--- config.mk ---
export PLATFORM = sky130hd
export DESIGN_NAME = pulse_cmd_arbiter
export DESIGN_NICKNAME = d
export VERILOG_FILES = /design/src/rtl/pulse_cmd_arbiter.sv
export SDC_FILE = /design/constraint.sdc
export NUM_CORES = 1
export LEC_CHECK = 0
export ABC_AREA = 1
export ABC_CLOCK_PERIOD_IN_PS = 2000
export CORE_MARGIN = 2
export CORE_UTILIZATION = 41
export DETAILED_ROUTE_END_ITERATION = 10
export PLACE_DENSITY = 0.81
export RECOVER_POWER = 100
export REMOVE_ABC_BUFFERS = 1
export SKIP_CTS_REPAIR_TIMING = 1
export SLEW_MARGIN = 30
export SYNTH_ARGS = -nofsm -noshare
export SYNTH_HDL_FRONTEND = slang
export SYNTH_SLANG_ARGS = --single-unit
--- constraint.sdc ---
create_clock -name clk -period 2 [get_ports clk]
set_input_delay 0.3 -clock clk [delete_from_list [all_inputs] [get_ports clk]]
set_output_delay 0.3 -clock clk [all_outputs]
set_load 0.02 [all_outputs]
--- src/rtl/pulse_cmd_arbiter.sv ---
// pulse_cmd_arbiter: round-robin, burst-locked arbiter that feeds the single pulse-generator command FIFO.
// Optional macro PRIORITY_RESET_EN: in IDLE, a requester whose head word has opcode 0 wins ahead of round-robin.
module pulse_cmd_arbiter #(
    parameter int NUM_REQ     = 4,
    parameter int MAX_BURST   = 16,
    parameter int STALL_LIMIT = 64,
    parameter int MAX_OPCODE  = 4
) (
    input  logic                       clk,
    input  logic                       rst,
    input  logic [NUM_REQ-1:0]         req_valid,
    input  logic [32*NUM_REQ-1:0]      req_data,
    input  logic [NUM_REQ-1:0]         req_last,
    output logic [NUM_REQ-1:0]         req_ready,
    input  logic                       fifo_afull,
    output logic                       fifo_wr_en,
    output logic [31:0]                fifo_wr_data,
    output logic [$clog2(NUM_REQ)-1:0] grant_id,
    output logic                       busy,
    output logic                       err_bad_cmd,
    output logic                       burst_trunc
);
    localparam int GW = $clog2(NUM_REQ);
    localparam int RW = GW + 1;
    localparam int SW = $clog2(STALL_LIMIT + 1);

    typedef enum logic {
        ST_IDLE,
        ST_BURST
    } state_t;

    state_t        state_q, state_d;
    logic [GW-1:0] rr_ptr_q, rr_ptr_d;
    logic [GW-1:0] grant_q, grant_d;
    logic [7:0]    burst_cnt_q, burst_cnt_d;
    logic [SW-1:0] stall_cnt_q, stall_cnt_d;
    logic          fifo_wr_en_q, fifo_wr_en_d;
    logic [31:0]   fifo_wr_data_q, fifo_wr_data_d;
    logic          err_q, err_d;
    logic          trunc_q, trunc_d;

    logic [31:0]   req_word [NUM_REQ];
    logic [31:0]   g_word;
    logic          g_valid;
    logic          g_last;
    logic          accept;
    logic [GW-1:0] rr_idx;
    logic [RW-1:0] rr_sum;

    always_comb begin
        for (int i = 0; i < NUM_REQ; i++) begin
            req_word[i] = req_data[32*i +: 32];
        end
    end

    assign g_word  = req_word[grant_q];
    assign g_valid = req_valid[grant_q];
    assign g_last  = req_last[grant_q];
    assign accept  = |(req_valid & req_ready);

    // Walk from the farthest candidate to the nearest so the last hit is rr_ptr+1 first.
    always_comb begin
        rr_idx = rr_ptr_q;
        rr_sum = '0;
        for (int off = NUM_REQ; off >= 1; off--) begin
            rr_sum = {1'b0, rr_ptr_q} + RW'(off);
            if (rr_sum >= RW'(NUM_REQ)) begin
                rr_sum = rr_sum - RW'(NUM_REQ);
            end
            if (req_valid[rr_sum[GW-1:0]]) begin
                rr_idx = rr_sum[GW-1:0];
            end
        end
    end

`ifdef PRIORITY_RESET_EN
    logic [GW-1:0] prio_idx;
    logic          prio_found;

    always_comb begin
        prio_found = 1'b0;
        prio_idx   = '0;
        for (int i = NUM_REQ - 1; i >= 0; i--) begin
            if (req_valid[i] && (req_word[i][31:24] == 8'd0)) begin
                prio_found = 1'b1;
                prio_idx   = GW'(i);
            end
        end
    end
`endif

    // State register
    always_ff @(posedge clk) begin
        if (rst) begin
            state_q        <= ST_IDLE;
            rr_ptr_q       <= GW'(NUM_REQ - 1);
            grant_q        <= '0;
            burst_cnt_q    <= '0;
            stall_cnt_q    <= '0;
            fifo_wr_en_q   <= 1'b0;
            fifo_wr_data_q <= '0;
            err_q          <= 1'b0;
            trunc_q        <= 1'b0;
        end else begin
            // NOTE: non-blocking assignments so every flop samples the pre-edge value of its peers.
            state_q        <= state_d;
            rr_ptr_q       <= rr_ptr_d;
            grant_q        <= grant_d;
            burst_cnt_q    <= burst_cnt_d;
            stall_cnt_q    <= stall_cnt_d;
            fifo_wr_en_q   <= fifo_wr_en_d;
            fifo_wr_data_q <= fifo_wr_data_d;
            err_q          <= err_d;
            trunc_q        <= trunc_d;
        end
    end

    // Next-state and datapath
    always_comb begin
        // NOTE: every signal gets a default before the case so no path can infer a latch.
        state_d        = state_q;
        rr_ptr_d       = rr_ptr_q;
        grant_d        = grant_q;
        burst_cnt_d    = burst_cnt_q;
        stall_cnt_d    = stall_cnt_q;
        fifo_wr_en_d   = 1'b0;
        fifo_wr_data_d = fifo_wr_data_q;
        err_d          = 1'b0;
        trunc_d        = 1'b0;

        case (state_q)
            ST_IDLE: begin
                if (|req_valid) begin
`ifdef PRIORITY_RESET_EN
                    if (prio_found) begin
                        grant_d = prio_idx;
                    end else begin
                        grant_d  = rr_idx;
                        rr_ptr_d = rr_idx;
                    end
`else
                    grant_d  = rr_idx;
                    rr_ptr_d = rr_idx;
`endif
                    burst_cnt_d = '0;
                    stall_cnt_d = '0;
                    state_d     = ST_BURST;
                end
            end

            ST_BURST: begin
                if (g_valid) begin
                    stall_cnt_d = '0;
                end else if (stall_cnt_q != SW'(STALL_LIMIT)) begin
                    stall_cnt_d = stall_cnt_q + SW'(1);
                end

                if (accept) begin
                    if (burst_cnt_q != 8'(MAX_BURST)) begin
                        burst_cnt_d = burst_cnt_q + 8'd1;
                    end
                    if (g_word[31:24] > 8'(MAX_OPCODE)) begin
                        err_d = 1'b1;
                    end else begin
                        fifo_wr_en_d   = 1'b1;
                        fifo_wr_data_d = g_word;
                    end
                    // req_last wins over a coinciding MAX_BURST, so no truncation flag then.
                    if (g_last) begin
                        state_d = ST_IDLE;
                    end else if (burst_cnt_d == 8'(MAX_BURST)) begin
                        state_d = ST_IDLE;
                        trunc_d = 1'b1;
                    end
                end else if (stall_cnt_d == SW'(STALL_LIMIT)) begin
                    state_d = ST_IDLE;
                    trunc_d = 1'b1;
                end
            end

            default: state_d = ST_IDLE;
        endcase
    end

    // Outputs
    always_comb begin
        req_ready = '0;
        busy      = 1'b0;
        if (state_q == ST_BURST) begin
            req_ready[grant_q] = ~fifo_afull;
            busy               = 1'b1;
        end
    end

    assign fifo_wr_en   = fifo_wr_en_q;
    assign fifo_wr_data = fifo_wr_data_q;
    assign grant_id     = grant_q;
    assign err_bad_cmd  = err_q;
    assign burst_trunc  = trunc_q;

endmodule
# Yosys cells after proc, flatten, opt, wreduce, memory -nomap -nowiden

Index checks and enable logic that the tools add are counted.

Bits in registers: 55
Output and inout port bits: 42
Logic and storage cells: 102

Add/sub/neg operators: 10
Order comparisons: 12
Equal/unequal tests: 6
Mux-type cells: 50
Bitwise gates (word level): 7
Reduce and logical (&&, ||, !) cells: 8

Operators with widths:

| operator            | number |
|---|---|
| $bmux 32 s2         | 1 |
| $mux 32             | 2 |
| $mux 8              | 5 |
| $mux 7              | 4 |
| $mux 1              | 19 |
| $mux 2              | 8 |
| $pmux 8 s2          | 1 |
| $ge 3x3->1 const B  | 5 |
| $lt 2x3->1 const B  | 5 |
| $pmux 7 s2          | 1 |
| $bmux 1 s2          | 6 |
| $add 8x1->8 const B | 1 |
| $and 4x4->4         | 2 |
| $eq 8x5->1 const B  | 1 |
| $gt 8x3->1 const B  | 1 |
| $ne 8x5->1 const B  | 1 |
| $reduce_or 4->1     | 2 |
| $sub 2x1->2 const B | 4 |
| $add 7x1->7 const B | 1 |
| $eq 7x7->1 const B  | 1 |
| $ne 7x7->1 const B  | 1 |
| $add 2x2->3 const B | 2 |
| $mux 4              | 1 |
| $not 1->1           | 4 |
| other kinds (13)    | 14 |

# Depth between registers and ports, before layout

Word-level depth: 15
Mapped depth: 14

# Worst setup path before layout

Ideal clock, no wire load.

Path type: register to register
Start: register grant_q[1], in the netlist grant_id[1]
End: register fifo_wr_data_q[10], in the netlist fifo_wr_data[10]
Setup time: 0.064 ns
Arrival time: 1.751 ns
Data required time: 1.936 ns
Setup slack: 0.185 ns
Stages on the path, launching flop included: 14
Buffers on the path: 3
Period minus slack after synthesis: 1.815 ns
Cells stage by stage: dfxtp_1 > buf_4 > nand3_1 > nand2_1 > inv_1 > nand2_2 > nand2_1 > clkinv_2 > nand3_2 > buf_6 > buf_6 > nand2_1 > nand2_1 > nor2_1

Word-level cells in the longest chain between the ends: 9
Elaborated cells between the ends (all ways): 16

RTL lines:

| item                                                                  | line | source |
|---|---|---|
| from (decl)                                                           | 34   | `logic [GW-1:0] grant_q, grant_d;` |
| from (signal assigned)                                                | 108  | `grant_q <= grant_d;` |
| $lt 2x3->1 (implied by the code) / $ge 2x1->1 (equally long branches) | 190  | `req_ready[grant_q] = ~fifo_afull;` |
| $logic_and 1x1->1 (implied by the code)                               | 190  |  |
| $mux 1 (implied by the code)                                          | 190  |  |
| $demux 1 s2                                                           | 190  |  |
| $and 4x4->4 (no source line)                                          | -    |  |
| $mux 4                                                                | 189  | `if (state_q == ST_BURST) begin` |
| $and 4x4->4                                                           | 59   | `assign accept = \|(req_valid & req_ready);` |
| $reduce_or 4->1                                                       | 59   |  |
| $reduce_and 3->1 (no source line)                                     | -    |  |
| to (signal assigned)                                                  | 112  | `fifo_wr_data_q <= fifo_wr_data_d;` |
| to (decl)                                                             | 38   | `logic [31:0] fifo_wr_data_q, fifo_wr_data_d;` |

Several ways; a longest one is shown, not always the timed one. The select of a mux whose other input is x is not followed.
A chain may end at the register's enable or synchronous reset.

# Final worst setup path

Start: register grant_q[1], in the netlist grant_id[1]
End: register fifo_wr_data_q[19], in the netlist fifo_wr_data[19]

The elaborated chain is that of the path after synthesis.

==> reports/summary.md <==
Sink count of the clock tree: 55. Number of I/O pins: 181. Setup repair after global routing could not meet its margin everywhere.

STA classifies the critical path startpoint as a register. The fmax is 0.515 GHz, and the layout-stage area growth over the synthesis result is 64.3%. The share of power burned in the clock network is 19.1%, and the time the worst path needs with I/O delays and setup is 1940 ps. 0 antenna diodes ended up in the layout.

The clock latency reported for the late side of the worst-skew pair was 320 ps. Among cell families on the critical path, the largest total delay comes from simple AND/OR/NAND/NOR gates. In the final routed layout, each cell accounts on average for 16.6 µm. Global routing consumed, over all layers together, 27.3% of the routing resources. Fill cells in the final layout number 727. The starting density of the core was 41.7%. Measured against its own limit, the worst slew margin works out to 75.8%. The worst setup path is of the register to register kind.

Leading cell type in the layout, fill and taps excluded: sky130_fd_sc_hd__nand2_1. In this run, the number of DRC markers left after iteration 0 of detailed routing was 325. The signal on the critical path passes through buf_6 -> nand2_2 -> inv_4 -> buf_4 -> a21oi_1 -> nand2_1 -> nor2_4 -> nand3_4 -> clkbuf_16 -> nand2_1 -> nand2_1 -> nor2_1.

The multi-input combinational cells in the finished layout cover a total of 2120 µm². In the final design database the tool counted 908 nets. The number of hold violations in the final report came out at 0. Reported max-cap violation count: 0.

The first global-routing pass estimated 21600 µm of wire. For the post-detailed-placement half-perimeter wirelength, the log shows 10300 µm. For this design the ratio of total power to cell area is 605 nW/µm². The worst stage delay on the critical path is 390 ps, and the number of cells in the design after placement is 857.

TritonCTS built the clock tree. The vias per cell was 5.29; the xor-xnor portion of the synthesized cell area was 1.46%. The worst setup path is captured at a register.

The tools report the total detailed-routing wirelength as 14500 µm. The initial antenna violation count was 0; the compound-gate portion of the synthesized area was 13.2%. The internal portion of the total power is 2.26 mW. Data on the critical path is required at its endpoint by 2260 ps. The logs give 874 for the final non-filler cell total and 3.58 mW for the final total power.

For the final antenna-violating net count, the log shows 0. The run gives 30.6% as the sequential cell area fraction in the yosys report. The congestion estimate from routability-driven global placement came to 0.930. The horizontal die dimension is 97.8 µm.

The mean instance size in the synthesized netlist is 6.26 µm², and the post-synthesis instance area is 3600 µm². Cell type contributing the most total cell area after synthesis: sky130_fd_sc_hd__dfxtp_1. Routed via count: 4621. The run finished with clean final reports. The sequential cell area in the final layout is 1110 µm², and the smallest hold slack is 444 ps. Of the total synthesized cell area, the portion taken by AND, OR, NAND and NOR gates is 41.8%. Among all stages on the critical path, the largest delay is contributed by sky130_fd_sc_hd__dfxtp_4.

For the number of distinct standard cells referenced by the synthesized netlist, the log shows 33. The die is 97.8 µm tall. Of the post-synthesis cell area, the dominant cell type holds 30.6%. For the via count of the first global-routing pass, the log shows 4463. Yosys printed 0 warnings. The post-synthesis adder-cell area fraction was 1.39%; the setup TNS was 0 ps. Path type of the worst min-delay path: register to register. The flop and latch count out of synthesis is 55.

Leaving out fill and tap cells, the most frequent cells in the layout are 177 x sky130_fd_sc_hd__nand2_1, 175 x sky130_fd_sc_hd__clkdlybuf4s50_1, 68 x sky130_fd_sc_hd__nand3_1. Counting stages on the worst path, the most repeated cell is sky130_fd_sc_hd__nand2_1. In the synthesized netlist, the number of instances is 576. The analysis attributes to net switching a power of 1.32 mW. Multiplexer cells account for 0% of the synthesized area.

The run gives 0.513 mV as the worst vdd rail ir drop. Maximum fanout encountered on the critical timing path: 7. After clock tree synthesis, the clock-pin slew on the worst setup and hold paths is 100 ps. The analysis attributes to cell leakage a power of 2.64 nW. In this run, CTS created clock tree buffers numbering 5.

In this run the tool buffered the top-level ports with 180 buffer cells. The utilization of the core after routing was 68.5%; the number of buffer and inverter instances along the worst setup path was 4. The logs give 47.6% for the power share of the combinational group and 5 for the iteration count of the initial detailed-routing pass. The count of final max-slew check failures is 0.

For this run the aggregate overflow at the end of global routing stands at 0. After layout, the worst path uses 97.0% of the clock period. The floorplan die area is 9560 µm², and the final worst clock skew is 15.8 ps. Net switching is 36.8% of the power. By area, the combinational part of the netlist is dominated by simple AND/OR/NAND/NOR gates.

The DRC violation count after routing is 0, and the largest buffer count on any clock path is 2. After synthesis, the cell types taking the most area are sky130_fd_sc_hd__dfxtp_1 31%, sky130_fd_sc_hd__nand2_1 19%, sky130_fd_sc_hd__nand3_1 9.4%, sky130_fd_sc_hd__inv_1 6.1%, sky130_fd_sc_hd__nor2_1 5.8%. Setup violations remaining at the end of the flow were counted as 0. Of the cells placed in the final design, the portion with a size suffix greater than 1 is 8.09%. In this run the clock root is driven by a sky130_fd_sc_hd__clkbuf_8.

The measured slew at the worst slew-check pin is 363 ps. After floorplanning, the core was sized to cover 8640 µm². In this run the core area contains 34 standard-cell rows. The maximum number of pins on one net before global-route repair was 58; the H-tree depth reported by CTS was 2. The share of total power dissipated in sequential elements is 33.2%. STA puts the critical path data arrival time at 2200 ps.
cells in the mapped netlist:
master	count
sky130_fd_sc_hd__a21oi_1	13
sky130_fd_sc_hd__a21oi_2	1
sky130_fd_sc_hd__a221oi_1	24
sky130_fd_sc_hd__buf_1	4
sky130_fd_sc_hd__buf_2	3
sky130_fd_sc_hd__buf_4	2
sky130_fd_sc_hd__buf_6	6
sky130_fd_sc_hd__clkbuf_1	14
sky130_fd_sc_hd__clkinv_1	1
sky130_fd_sc_hd__clkinv_2	1
sky130_fd_sc_hd__dfxtp_1	55
sky130_fd_sc_hd__ha_1	4
sky130_fd_sc_hd__inv_1	59
sky130_fd_sc_hd__inv_2	6
sky130_fd_sc_hd__nand2_1	178
sky130_fd_sc_hd__nand2_2	2
sky130_fd_sc_hd__nand3_1	68
sky130_fd_sc_hd__nand3_2	1
sky130_fd_sc_hd__nand3b_1	2
sky130_fd_sc_hd__nand4_1	11
sky130_fd_sc_hd__nor2_1	56
sky130_fd_sc_hd__nor2_2	1
sky130_fd_sc_hd__nor2_4	1
sky130_fd_sc_hd__nor2b_1	24
sky130_fd_sc_hd__nor3_1	3
sky130_fd_sc_hd__o211ai_1	4
sky130_fd_sc_hd__o21a_1	1
sky130_fd_sc_hd__o21ai_0	12
sky130_fd_sc_hd__o21ai_1	2
sky130_fd_sc_hd__o22ai_1	5
sky130_fd_sc_hd__o31ai_1	1
sky130_fd_sc_hd__o32ai_1	5
sky130_fd_sc_hd__xor2_1	6
power groups by stage:
stage | logic [mW] | clock network [mW] | registers [mW]
CTS | 1.58 | 0.696 | 1.18
floorplan | 0.750 | 0 | 1.26
global route | 1.85 | 0.732 | 1.20
detailed placement | 1.57 | 0 | 1.20
finish | 1.71 | 0.686 | 1.19
global placement | 1.55 | 0 | 1.20
worst paths after layout:
path                                  startpoint               end  slack (ps)  cells after the start
worst min-delay path            fifo_wr_data[29]  fifo_wr_data[29]         440                      2
worst max register to register       grant_id[1]  fifo_wr_data[19]          60                     12
worst min register to register  fifo_wr_data[29]  fifo_wr_data[29]         440                      2
worst max-delay path                 grant_id[1]  fifo_wr_data[19]          60                     12
worst register-to-register path, cell delays in order (launching register included):
cell                        delay (ps)
sky130_fd_sc_hd__dfxtp_4           390
sky130_fd_sc_hd__buf_6             150
sky130_fd_sc_hd__nand2_2            90
sky130_fd_sc_hd__inv_4              70
sky130_fd_sc_hd__buf_4             160
sky130_fd_sc_hd__a21oi_1           140
sky130_fd_sc_hd__nand2_1           110
sky130_fd_sc_hd__nor2_4            130
sky130_fd_sc_hd__nand3_4           180
sky130_fd_sc_hd__clkbuf_16         230
sky130_fd_sc_hd__nand2_1            60
sky130_fd_sc_hd__nand2_1            50
sky130_fd_sc_hd__nor2_1            130
layout make-up:
type,count,area share [%]
clock buffers,8,1.69
inverters,67,4.35
multi-input cells,425,35.8
flip-flops and latches,55,18.7
well taps,108,2.28
repair buffers,211,37.1
metrics by stage:
step	setup slack (ps)	cell area (µm²)
after floorplan	-1080	3440
after detailed placement	-86.7	5590
final	59.8	5920
after global placement	-69.7	5590
after CTS	-205	5690
after global routing	-68.2	5920
sequential cells by signal, indices dropped and copies added, names as in the netlist:
signal	count
fifo_wr_en	1
err_bad_cmd	1
burst_cnt_q	8
fifo_wr_data	32
state_q	1
grant_id	2
stall_cnt_q	7
rr_ptr_q	2
burst_trunc	1
layer usage:
metal	vias up	global-route usage, %	wire (µm)	share of wire (%)
met5	-	0	0	0
met4	0	6.94	327	2.2
met3	28	5.01	941	6.5
met2	211	50.5	7370	51
met1	2119	32.6	5900	41
li1	2263	-	-	-
cells by family (layout without fill, tap and decap cells):
family,Yosys count,in the layout
simple gates,347,347
flops,55,55
xor+xnor,6,6
compound gates,68,68
buf+inv,96,286
fa+ha+maj,4,4
Note: power is estimated with default switching activity, not from simulation.
